$ cat src/rtl/fetch_stage.sv
// fetch_stage: owns the PC, issues one word fetch at a time on a
// valid/ready imem port and holds the returned word for decode.
// Ports: clk, rst_n (async low) | imem_req_valid/ready/addr,
// imem_rsp_valid/data | redirect_valid/pc | id_valid/ready/instr/pc.
package fetch_pkg;

  typedef enum logic [1:0] {
    S_REQ  = 2'd0,
    S_WAIT = 2'd1,
    S_DROP = 2'd2
  } fetch_state_t;

  typedef struct packed {
    logic        valid;
    logic [31:0] instr;
    logic [31:0] pc;
  } if_id_t;

endpackage

module fetch_stage
  import fetch_pkg::*;
#(
  parameter logic [31:0] RESET_PC = 32'h0000_0000
) (
  input  logic        clk,
  input  logic        rst_n,
  output logic        imem_req_valid,
  input  logic        imem_req_ready,
  output logic [31:0] imem_req_addr,
  input  logic        imem_rsp_valid,
  input  logic [31:0] imem_rsp_data,
  input  logic        redirect_valid,
  input  logic [31:0] redirect_pc,
  output logic        id_valid,
  input  logic        id_ready,
  output logic [31:0] id_instr,
  output logic [31:0] id_pc
);

  fetch_state_t state;
  if_id_t       out_q;
  logic [31:0]  pc;
  logic [31:0]  inflight_pc;

  logic        slot_free;
  logic        req_fire;
  logic        rsp_done;
  logic        fill;
  logic        consume;
  logic [31:0] redirect_tgt;
  logic        redirect_lsb_unused;

  assign redirect_tgt = {redirect_pc[31:2], 2'b00};
  assign redirect_lsb_unused = ^redirect_pc[1:0];

  // A request may only go out when the output register is empty
  // or being drained this very cycle, so a response always lands.
  assign slot_free = !out_q.valid || id_ready;

  assign imem_req_valid = rst_n
                        && (state == S_REQ)
                        && slot_free
                        && !redirect_valid;
  assign imem_req_addr  = pc;

  assign req_fire = imem_req_valid && imem_req_ready;

  // Response that closes the outstanding fetch, redirect excluded.
  assign rsp_done = !redirect_valid
                  && (state != S_REQ)
                  && imem_rsp_valid;

  assign fill    = rsp_done && (state == S_WAIT);
  assign consume = out_q.valid && id_ready;

  assign id_valid = out_q.valid;
  assign id_instr = out_q.instr;
  assign id_pc    = out_q.pc;

  always_ff @(posedge clk or negedge rst_n) begin
    if (!rst_n) begin
      state       <= S_REQ;
      pc          <= RESET_PC;
      inflight_pc <= '0;
    end else begin
      unique case (1'b1)
        redirect_valid: begin
          pc <= redirect_tgt;
          // An outstanding fetch must still be swallowed.
          if ((state != S_REQ) && !imem_rsp_valid)
            state <= S_DROP;
          else
            state <= S_REQ;
        end
        req_fire: begin
          inflight_pc <= pc;
          pc          <= pc + 32'd4;
          state       <= S_WAIT;
        end
        rsp_done: begin
          state <= S_REQ;
        end
        default: ;
      endcase
    end
  end

  always_ff @(posedge clk or negedge rst_n) begin
    if (!rst_n) begin
      out_q <= '0;
    end else if (redirect_valid) begin
      out_q.valid <= 1'b0;
    end else if (fill) begin
      out_q.valid <= 1'b1;
      out_q.instr <= imem_rsp_data;
      out_q.pc    <= inflight_pc;
    end else if (consume) begin
      out_q.valid <= 1'b0;
    end
  end

endmodule

$ cat config.mk
export PLATFORM = sky130hd
export DESIGN_NAME = fetch_stage
export DESIGN_NICKNAME = d
export VERILOG_FILES = /design/src/rtl/fetch_stage.sv
export SDC_FILE = /design/constraint.sdc
export NUM_CORES = 1
export LEC_CHECK = 0
export BUFFER_PORTS_ARGS = -buffer_cell sky130_fd_sc_hd__buf_4
export CAP_MARGIN = 5
export CORE_UTILIZATION = 45
export CTS_CLUSTER_DIAMETER = 50
export DETAILED_ROUTE_END_ITERATION = 6
export HOLD_SLACK_MARGIN = 0.03
export MAX_ROUTING_LAYER = met4
export PLACE_DENSITY = 0.78
export SLEW_MARGIN = 20
export SYNTH_ARGS = -nofsm -noshare
export SYNTH_HDL_FRONTEND = slang
export SYNTH_SLANG_ARGS = --single-unit
export TNS_END_PERCENT = 30
$ cat constraint.sdc
create_clock -name clk -period 1.7 [get_ports clk]
set_input_delay 0.51 -clock clk [delete_from_list [all_inputs] [get_ports clk]]
set_output_delay 0.51 -clock clk [all_outputs]
set_load 0.02 [all_outputs]
# ---- Yosys cells after proc, flatten, opt, wreduce, memory -nomap -nowiden
# Index checks and enable logic that the tools add are counted.
dict set report classes {
  bitwise 1
  eq_ne 1
  reduce_logical 19
  mux 6
  n_addsub 1
}
# operator n
set op_table {}
lappend op_table {{32-bit case mux with 2 select lines} 1}
lappend op_table {{32-bit by 3-bit adder with 32-bit output (second input constant)} 1}
lappend op_table {{1-bit logical AND} 9}
lappend op_table {{2-bit case mux with 3 select lines} 1}
lappend op_table {{3-bit nonzero test} 2}
lappend op_table {{2-bit nonzero test} 2}
lappend op_table {{1-bit logical NOT} 3}
lappend op_table {{1-bit two-way mux} 3}
lappend op_table {{2-bit by 1-bit equality test with 1-bit output (second input constant)} 1}
lappend op_table {{2-bit logical NOT} 1}
lappend op_table {{2-bit two-way mux} 1}
lappend op_table {{2-bit AND reduction} 1}
lappend op_table {{1-bit logical OR} 1}
lappend op_table {{1-bit inverter} 1}
dict set report word_totals {
  elab_cells 34
  regBits 131
  output_inout_bits 98
}

# ---- Logic depth before layout (Yosys ltp)
# Gate-level depths: netlist (run 1).
dict set report depth {
  depth_word 6
  depth_mapped 8
  ltp_nobuf 6
}

# ---- Worst setup path after synthesis (run 1)
# No wires, ideal clock.
dict set report synth_path {
  path_type {register to register}
  from {reg pc[3] (netlist: imem_req_addr[3])}
  to {reg pc[26] (netlist: imem_req_addr[26])}
  path_stages_with_launch 7
  period_less_slack_ns 1.992
  required_ns 1.631
  setup_ns 0.069
  setup_slack_ns -0.292
  arrival_time_ns 1.923
  path_cell_list {dfrtp_1 ha_1 nand3_2 nor4_4 nand4_4 or3_1 nand3_1}
}
dict set report synth_between {
  elab_chain_len 2
}
# item line
set synth_lines {}
lappend synth_lines {{start: declaration} 43} ;# logic [31:0] pc;
lappend synth_lines {{start signal: assignment} 89} ;# pc <= redirect_tgt;
lappend synth_lines {{start signal: assignment} 98} ;# pc <= pc + 32'd4;
lappend synth_lines {{32-bit by 3-bit adder with 32-bit output} 98}
lappend synth_lines {{32-bit case mux with 2 select lines} 87} ;# unique case (1'b1)
# No other way between the ends.
# A chain may end at the register's enable or synchronous reset.

# ---- Worst setup path after layout (run 1)
dict set report layout_path {
  from {reg state[1]}
  to {out imem_req_valid}
}
dict set report layout_between {
  elab_chain_len 4
}
# item line
set layout_lines {}
lappend layout_lines {{start: declaration} 41} ;# fetch_state_t state;
lappend layout_lines {{start signal: assignment} 83} ;# state <= S_REQ;
lappend layout_lines {{start signal: assignment} 92} ;# state <= S_DROP;
lappend layout_lines {{start signal: assignment} 94} ;# state <= S_REQ;
lappend layout_lines {{2-bit logical NOT} 62} ;# && (state == S_REQ)
lappend layout_lines {{1-bit logical AND} 62}
lappend layout_lines {{1-bit logical AND} 63} ;# && slot_free
lappend layout_lines {{1-bit logical AND} 64} ;# && !redirect_valid;
lappend layout_lines {{end: declaration} 28} ;# output logic imem_req_valid,
# No other way between the ends.

==> metrics.txt, run 1 <==
DRT iter0 DRCs=roughly 240; crit path time final=1976 ps; CP max stage delay=about 400 ps; Synth-to-Final Area Change=48.53%; Row Count=39; Remaining DRCs=10; Chip Width=around 110 um; clk sinks=125; WS Path Type=reg -> out; total CTS buffers=17; Slew headroom=about 57%; Yosys reg bits=125; Max VDD drop=roughly 750 uV; Slew @ Worst Pin=between 600 and 700 ps; Synth area leaders=dfrtp_1, mux2_2, nand2_1, nand3_1, o211ai_1; largest net degree at the start of global routing=51; critical path depth=4; Clock Path Buffers=2; most common cell after layout, fill and taps aside=buf_4; Critical Path AT=between 1000 and 1500 ps; Buf+Inv Stages, Crit Path=2; Reg2Reg Depth=6; global-route wire length before repair=roughly 23,000 um; pre-CTS WS=-228.2 ps; CP startpoint=state[1]$_DFFE_PN0P_; Starting Density=around 47%; crit start category=flop; RD Place Congestion=between 0.8 and 0.9; commonest non-fill, non-tap cells in the layout=buf_4, nand2_1, dfrtp_1, mux2_2, clkbuf_16; Final setup viols=6; Cell Area, Synth=5416 um^2; Synth top area share=between 50 and 60%; H-tree levels=4; Root Driver=clkbuf_16; DR vias=about 4,600; clk_skew=about 5.0 ps; worst-case hold slack=a little over 200 ps; initial antenna violation count=0; register area=around 3100 um^2; Max FO, Critical Path=2; hpwl dp=10,010 um; CP top delay family=flip-flops; Worst R2R Start=state[1]$_DFFE_PN0P_; area leader, netlist=dfrtp_1; part of the Yosys area used for sequential elements=slightly below 60%; crit path capture=imem_req_valid; Die Height=around 110 um; Worst Hold Class=in -> async; Multi-input gate area=2250 um^2; Final Max Tran Viols=0; hold violation total from the final report=0; EDFF count, synth=0; fin worst setup slack=-275.8 ps; fin util=a little under 70%; CP Capture Type=output port; synthesized instance count=a little under 500; Routed WL=roughly 15,000 um; status=finished, violations left; Worst Path Required=~1200 ps; Avg Synthesized Cell Area=11.17 um^2; Avg WL per Cell=~17 um; Max Cap Viol=0; Worst R2R End=imem_req_addr[26]$_DFFE_PN0P_; R2R Setup Slk=-30 ps; Total GRT Usage=roughly a quarter; most common flop cell mapped by yosys=dfrtp_1; yosys warns=0; Fmax=roughly 0.51 GHz; Leak=between 3 and 4 nW; Pwr Total=0.01090 W; grt ovf=0; Filler Cell Count=approximately 860; cts hold-fix bufs=0; core area=approximately 12,000 um^2; crit path cell chain=nor4b_4 > buf_4 > and2_4 > buf_6; CTS tree=done; IO buf count=~160; Antenna Cells=0; layout cells sized above 1=49.65%; Ports=168; final setup TNS=-397.1 ps; Vias/cell=between 5 and 6; Clk pin slew, worst setup/hold paths=~50 ps; Initial DRT Pass Iterations=7; DIE AREA=roughly 12,000 um^2; post-route ant nets=0; power per cell area=around 1400 nW/um^2; unrepaired setup endpoints after global routing=yes; final net count=between 700 and 800; Worst-Skew Late Latency=approximately 400 ps; violated checks=DRC, setup timing; vias in the first global route=roughly 4,700; synth unique cells=45; CP max stage cell=dfrtp_1; Final Cycle Share=116.2%; ys async rst share=100.0%
## cells in the mapped netlist (all sizes together), types with 2 or more instances
| cell type | instances |
|---|---|
| dfrtp | 125 |
| nand2 | 124 |
| mux2 | 62 |
| nand3 | 25 |
| buf | 23 |
| nand4 | 15 |
| nor2 | 14 |
| o211ai | 14 |
| o21ai | 13 |
| a21oi | 8 |
| and3 | 8 |
| clkbuf | 8 |
| o311ai | 7 |
| and2 | 5 |
| inv | 4 |
| nor4 | 4 |
| a22oi | 3 |
| a221o | 2 |
| a31oi | 2 |
| a32oi | 2 |
| o21bai | 2 |
| or3 | 2 |
| or4 | 2 |
## stage by stage
step,area [um^2],std cells
final,8045,862
after CTS,7823,853
after floorplan,5532,488
after global routing,8045,862
after global placement,7153,819
after detailed placement,7153,819
## power by group
part | total (W) | switching (W) | internal, W
registers | 0.00415 | 0.000437 | 0.00371
clock network | 0.00375 | 0.00122 | 0.00252
logic | 0.00300 | 0.00152 | 0.00148
## logic make-up (layout without fill, tap and decap cells)
group                      after synthesis  count (layout)  share of synthesized area (%)
buffers and inverters                   36             267                          3.580
DFF                                    125             125                          57.75
xor gates and xnor gates                 1               1                         0.1617
other                                    1               4                        0.06923
muxes                                   63              63                          13.07
AOI/OAI and AO/OA                       55              55                          6.907
and+or+nand+nor                        203             203                          18.23
adders and majority gates                1               1                         0.2310
## sequential cells by signal (all words and copies together) (netlist names)
name,flops
inflight_pc,30
imem_req_addr,30
id_instr,32
id_pc,30
state,2
id_valid,1
## worst min path at each step
stage                                            from                          end  slack, ps
final                                           rst_n   inflight_pc[4]$_DFFE_PN0N_        210
after global routing                            rst_n         id_pc[6]$_DFFE_PN0P_        240
after CTS                                       rst_n   inflight_pc[7]$_DFFE_PN0N_        220
after detailed placement  inflight_pc[22]$_DFFE_PN0N_  inflight_pc[22]$_DFFE_PN0N_        460
after global placement    inflight_pc[10]$_DFFE_PN0N_  inflight_pc[10]$_DFFE_PN0N_        450
after floorplan                                 rst_n      id_instr[0]$_DFFE_PN0P_        210
## layer usage
metal / GRT usage (%) / share of wire, % / vias up
met5: - / 0 / -
met4: 9.279 / 1.7 / 0
met3: 6.532 / 6.5 / 21
met2: 40.21 / 53 / 151
met1: 28.68 / 39 / 2306
li1: - / - / 2145
## layout make-up
cell class                 instances  area share [%]
clock inverter                     6           1.306
multi-input combinational        327           27.96
sequential                       125           39.02
inverter                           5          0.2488
tap                              143           2.224
clock buffer                      25           6.407
timing repair buffer             231           22.83
## repair_timing
action,CTS,global route
setup buffers,3,7
pin swaps,5,10
gates resized for setup,8,24
setup endpoints to repair,13,103
gates cloned,0,4
No activity file was read; power rests on OpenSTA's default activity.
==> run 2, diff against run 1 <==
ABC_AREA = 1   (was default)
==> run 2 against run 1 <==
Against the previous run: the run ends with setup timing left; highest routed layer unchanged; total power shrank 0.24%; wire length shrank 1.2%; hold slack gained 34 ps; final area shrank 0.70%; clock power shrank 6.1%; critical path depth grew 2; sequential power grew 2%; critical endpoint unchanged; global-route usage is essentially flat; sequential cell count is the same; first-iteration DRC count grew 75%.
==> metrics.txt, run 2 <==
Chip Width=about 120 um; area leader, netlist=dfrtp_1; crit path time final=roughly 1800 ps; Clock Path Buffers=2; EDFF count, synth=0; most common cell after layout, fill and taps aside=buf_4; DIE AREA=roughly 13,000 um^2; M1 WL=about 6200 um; Final Max Tran Viols=0; fin worst setup slack=-65.66 ps; commonest non-fill, non-tap cells in the layout=buf_4, nand2_1, dfrtp_1, nor2_1; hpwl dp=10,630 um; Filler Cell Count=around 1,000; Synth-to-Final Area Change=38.77%; total CTS buffers=17; Synth area leaders=dfrtp_1, nand2_1, mux2_2, nor2_1, inv_1; CP top delay family=flip-flops; register area=about 3100 um^2; H-tree levels=4; met2 WL post-DR=between 6000 and 7000 um; Worst-Skew Late Latency=420 ps; Leak=roughly 4 nW; Routed WL=14,610 um; DRT iter0 DRCs=~420; final instance area=around 8000 um^2; Remaining DRCs=0; Yosys reg bits=roughly 130; ys async rst share=100.0%; Largest register FFs=32; CTS tree=done; Reg2Reg Depth=10; Row Count=40; Starting Density=between 40% and 50%; global-route wire length before repair=approximately 24,000 um; Avg Synthesized Cell Area=9.037 um^2; clk_skew=7.059 ps; Final Cycle Share=103.9%; Antenna Cells=0; Clk pin slew, worst setup/hold paths=50 ps; Root Driver=clkbuf_16; post-route ant nets=0; Synth top area share=between 50% and 60%; largest net degree at the start of global routing=between 100 and 150; crit start category=flop; grt ovf=0; Fmax=around 0.57 GHz; status=finished, violations left; worst-case hold slack=241.0 ps; pre-CTS WS=-28.11 ps; Buf+Inv Stages, Crit Path=3; CP max stage cell=dfrtp_1; Die Height=roughly 120 um; count leader, synth=nand2_1; Total GRT Usage=between 20% and 30%; Worst R2R End=imem_req_addr[22]$_DFFE_PN0P_; Avg WL per Cell=around 14 um; Worst Hold Class=in -> async; Initial DRT Pass Iterations=5; final net count=898; highest routed layer=met4; R2R Setup Slk=approximately 50 ps; power per cell area=about 1400 nW/um^2; hold violation total from the final report=0; Max FO, Critical Path=2; layout cells sized above 1=a little over a third; Worst R2R Start=imem_req_addr[3]$_DFFE_PN0P_; synth unique cells=36; initial antenna violation count=0; Max Cap Viol=0; Multi-input gate area=about 2300 um^2; core area=12,260 um^2; Slew headroom=a little under three fifths; part of the Yosys area used for sequential elements=a little over half; DR vias=roughly 5,000; unrepaired setup endpoints after global routing=yes; RD Place Congestion=a little over 0.9; most common flop cell mapped by yosys=dfrtp_1; Max VDD drop=697.9 uV; Cell Area, Synth=about 5800 um^2; Ports=168; CP max stage delay=380 ps; yosys warns=0; Post-synth top cells=nand2_1, dfrtp_1, nor2_1; CP Capture Type=output port; Slew @ Worst Pin=642.5 ps; violated checks=setup timing; WS Path Type=reg -> out; Post-DP Area=between 7000 and 8000 um^2; IO buf count=161; synthesized instance count=around 640; Critical Path AT=between 1000 and 1500 ps; Final setup viols=1; crit path cell chain=inv_2 > nand2_2 > nor2_4 > nand2_2 > inv_2 > buf_6; Vias/cell=~5; met3 WL=993 um; clk sinks=approximately 130; vias in the first global route=roughly 4,900; Worst Path Required=about 1200 ps
-- run 2: changes by cell type after synthesis, sizes merged, moves of 3 or more --
cell and delta:
o21ai +36, inv +49, clkbuf -4, nor4 -4, a21oi -4, o311ai -7
nand2 +37, and2 -3, and3 -8, nor2 +92, nand4 -13, o211ai -7
mux2 -13, o21a +11
-- run 2: cell families (layout without fill, tap and decap cells) --
family	Yosys count	in the layout	synth area share [%]
adder cells (fa/ha/maj)	1	1	0.2173
other	1	4	0.06514
XOR/XNOR	2	2	0.3043
AND/OR/NAND/NOR	299	299	21.00
AO/OA/AOI/OAI	78	78	7.890
buffers and inverters	82	282	6.607
flip-flops	125	125	54.34
multiplexers	49	49	9.585
-- run 2: what timing repair did --
| item | in CTS | in global routing |
|---|---|---|
| resized for setup | 4 | 21 |
| gates cloned | 0 | 0 |
| pin swaps | 2 | 5 |
| setup endpoints to repair | 2 | 15 |
| setup buffers | 4 | 3 |
| hold buffers | 0 | 0 |
-- run 2: metrics by stage --
stage          cells  utilization [%]  TNS [ps]  total power [W]
2_1_floorplan    640                -         0         0.005861
6_report        1008            65.15    -65.66          0.01087
3_5_place_dp     969            59.52    -105.5         0.007393
4_1_cts         1005            64.57    -106.8          0.01095
5_1_grt         1008            65.15    -302.9          0.01146
3_3_place_gp     969            59.52         0         0.007287
-- run 2: worst max path at each step --
| stage | slack, ps | to | start | depth (start not counted) |
|---|---|---|---|---|
| after global placement | 3 | inflight_pc[23]$_DFFE_PN0N_ | redirect_valid | 9 |
| after floorplan | 100 | imem_req_addr[26]$_DFFE_PN0P_ | imem_req_addr[2]$_DFFE_PN0P_ | 10 |
| after detailed placement | -30 | imem_req_addr[14]$_DFFE_PN0P_ | redirect_valid | 11 |
| final | -70 | imem_req_valid | state[0]$_DFFE_PN0P_ | 6 |
| after global routing | -120 | imem_req_valid | state[0]$_DFFE_PN0P_ | 6 |
| after CTS | -110 | imem_req_valid | state[0]$_DFFE_PN0P_ | 6 |
-- run 2: per-layer routing --
metal | GRT usage [%] | vias up
met3 | 5.377 | 33
met2 | 38.11 | 212
met5 | - | -
li1 | - | 2434
met1 | 30.56 | 2348
met4 | 11.34 | 0
-- run 2: where the power goes --
group | switching, W | total, W | internal, W | leakage [nW]
combinational | 0.00166 | 0.00312 | 0.00146 | 2.14
sequential | 0.000481 | 0.00423 | 0.00375 | 1.52
clock | 0.00122 | 0.00352 | 0.00230 | 0.291
total | 0.00336 | 0.0109 | 0.00751 | 3.94
-- run 2: final cells by class --
| class | instances | area share [%] |
|---|---|---|
| Sequential cell | 125 | 39.17 |
| Multi-Input combinational cell | 433 | 29.10 |
| Timing Repair Buffer | 196 | 19.25 |
| Clock buffer | 25 | 6.202 |
| Tap cell | 168 | 2.631 |
| Inverter | 54 | 2.584 |
| Clock inverter | 7 | 1.065 |
-- run 2: worst register-to-register path, stage by stage, from the launching register on --
cell     delay (ps)
dfrtp_1         400
ha_2            220
nand2_2          80
nor2_4          140
nand2_1         130
nor2_2          190
nand2_1         110
nand2_1          70
nand2_1          40
nor2_1          100
nor2_1           50
==> run 3, diff against run 2 <==
CORE_MARGIN = 5   (was default)
==> run 3 against run 2 <==
Against the previous run: the run still ends with setup timing left; setup slack better by 10 ps; wire length is 5.6% higher; utilization is 0.63 points lower; total power is 3.2% higher; critical path type unchanged; largest power group unchanged.
==> metrics.txt, run 3 (synthesized netlist as in run 2, its figures left out) <==
status=finished, violations left; violated checks=setup timing; Synth-to-Final Area Change=40.86%; Chip Width=roughly 120 um; CP Capture Type=output port; WS Path Type=reg -> out; Buf+Inv Stages, Crit Path=2; Max Cap Viol=0; crit start category=flop; cts hold-fix bufs=0; Total GRT Usage=around 22%; CP max stage delay=390 ps; clk_skew=between 5 and 6 ps; CP max stage cell=dfrtp_1; crit path cell chain=nand2_1 > nand2_1 > inv_1 > buf_6; Largest register FFs=32; CP top delay family=flip-flops; Vias/cell=about 5; Row Count=41; CP startpoint=id_valid$_DFFE_PN0P_; Fmax=between 0.5 and 0.6 GHz; Antenna Cells=0; Final Cycle Share=103.3%; Ports=~170; final net count=between 900 and 1,000; Max FO, Critical Path=3; DIE AREA=~15,000 um^2; hold violation total from the final report=0; clk sinks=125; DRT iter0 DRCs=a little under 400; layout cells sized above 1=between 30% and 40%; global-route wire length before repair=24,580 um; Routed WL=roughly 15,000 um; most common cell after layout, fill and taps aside=buf_4; Die Height=around 120 um; commonest non-fill, non-tap cells in the layout=buf_4, nand2_1, dfrtp_1, nor2_1, inv_1; power per cell area=about 1400 nW/um^2; total CTS buffers=17; Starting Density=between 40% and 50%; IO buf count=between 150 and 200; Pwr Total=around 0.011 W; Root Driver=clkbuf_16; Slew @ Worst Pin=approximately 660 ps; Post-DP Area=about 7300 um^2; Max VDD drop=between 800 and 900 uV; Clk pin slew, worst setup/hold paths=50 ps; Final Max Tran Viols=0; most used cell, CP=nand2_1; Avg WL per Cell=around 15 um; core area=12,570 um^2; Worst R2R Start=imem_req_addr[3]$_DFFE_PN0P_; Post-Layout Cell Count=1,017; Initial DRT Pass Iterations=5; Worst Hold Class=in -> async; RD Place Congestion=just under 1; Worst Path Required=between 1000 and 1500 ps; Clock Path Buffers=2; initial antenna violation count=0; largest net degree at the start of global routing=approximately 130; CTS tree=done; vias in the first global route=4,893; unrepaired setup endpoints after global routing=yes; Filler Cell Count=approximately 1,100; Leak=4.001 nW; final setup TNS=-55.68 ps; final instance area=slightly above 8000 um^2; hpwl dp=between 10,000 and 15,000 um; grt ovf=0; Final setup viols=1; Placed Cells=~980; post-route ant nets=0; Slew headroom=between 50% and 60%; H-tree levels=4; Critical Path AT=between 1000 and 1500 ps; fin worst setup slack=-55.68 ps; DR vias=slightly below 5,000; crit path time final=1756 ps; Worst-Skew Late Latency=approximately 420 ps; Remaining DRCs=0
==> run 3: changes by cell type in the layout (fill, tap and decap cells not counted), sizes merged <==
cell / previous run / this run
buf: 196 / 201
bufinv: 2 / 4
clkbuf: 25 / 20
clkinv: 6 / 8
clkinvlp: 0 / 1
==> run 3: layout make-up <==
| cell class | count | area (um^2) | area share, % |
|---|---|---|---|
| Multi-Input combinational cell | 433 | 2355 | 29.04 |
| Tap cell | 172 | 215.2 | 2.654 |
| Inverter | 54 | 206.4 | 2.546 |
| Timing Repair Buffer | 201 | 1570 | 19.36 |
| Clock inverter | 12 | 166.4 | 2.052 |
| Clock buffer | 20 | 466.7 | 5.755 |
| Sequential cell | 125 | 3129 | 38.59 |
==> run 3: final timing paths <==
| check | slack (ps) | cells after the start | endpoint |
|---|---|---|---|
| max in group asynchronous | 970 | 2 | imem_req_addr[25]$_DFFE_PN0P_ |
| hold reg to reg | 480 | 2 | id_pc[2]$_DFFE_PN0P_ |
| hold / removal | 220 | 2 | id_pc[6]$_DFFE_PN0P_ |
| min in group clk | 300 | 2 | state[1]$_DFFE_PN0P_ |
| setup reg to reg | 130 | 9 | imem_req_addr[28]$_DFFE_PN0P_ |
| setup / recovery | -60 | 4 | imem_req_valid |
==> run 3: what timing repair did <==
action / CTS / global route
setup endpoints to repair: 3 / 17
gates cloned: 0 / 0
endpoints found under the hold margin: 0 / 0
setup buffers: 4 / 3
pin swaps: 2 / 5
resized for setup: 5 / 24
==> run 3: metal layers <==
layer	global-route usage (%)	up-vias	part of all wire (%)
met5	-	-	0
met4	7.336	0	1.6
met3	5.535	22	7.0
met2	34.64	181	48
met1	27.35	2327	43
li1	-	2442	-
==> run 3: per-stage QoR <==
| stage | worst slack (ps) | hold WS, ps | util (%) |
|---|---|---|---|
| floorplan | 104.1 | 214.4 | - |
| global placement | -14.32 | 467.7 | 58.31 |
| detailed placement | 0.4231 | 475.8 | 58.31 |
| CTS | -84.29 | 262.5 | 63.67 |
| global route | -127.0 | 256.9 | 64.52 |
| finish | -55.68 | 222.1 | 64.52 |
==> run 3: where the power goes <==
part / internal [W] / leakage (nW) / total, W / switching (W)
clock: 0.00255 / 0.315 / 0.00384 / 0.00128
sequential: 0.00375 / 1.52 / 0.00421 / 0.000456
combinational: 0.00147 / 2.17 / 0.00317 / 0.00170
total: 0.00777 / 4.00 / 0.0112 / 0.00344
==> run 3: worst reg2reg max path, cell delays in order (launching register included) <==
cell	delay, ps
dfrtp_1	410
ha_4	160
nand2_1	80
nor2_2	180
nand2_2	130
nor2_4	150
nand2_1	100
nor2_1	150
nor2_2	60
nor2_1	90
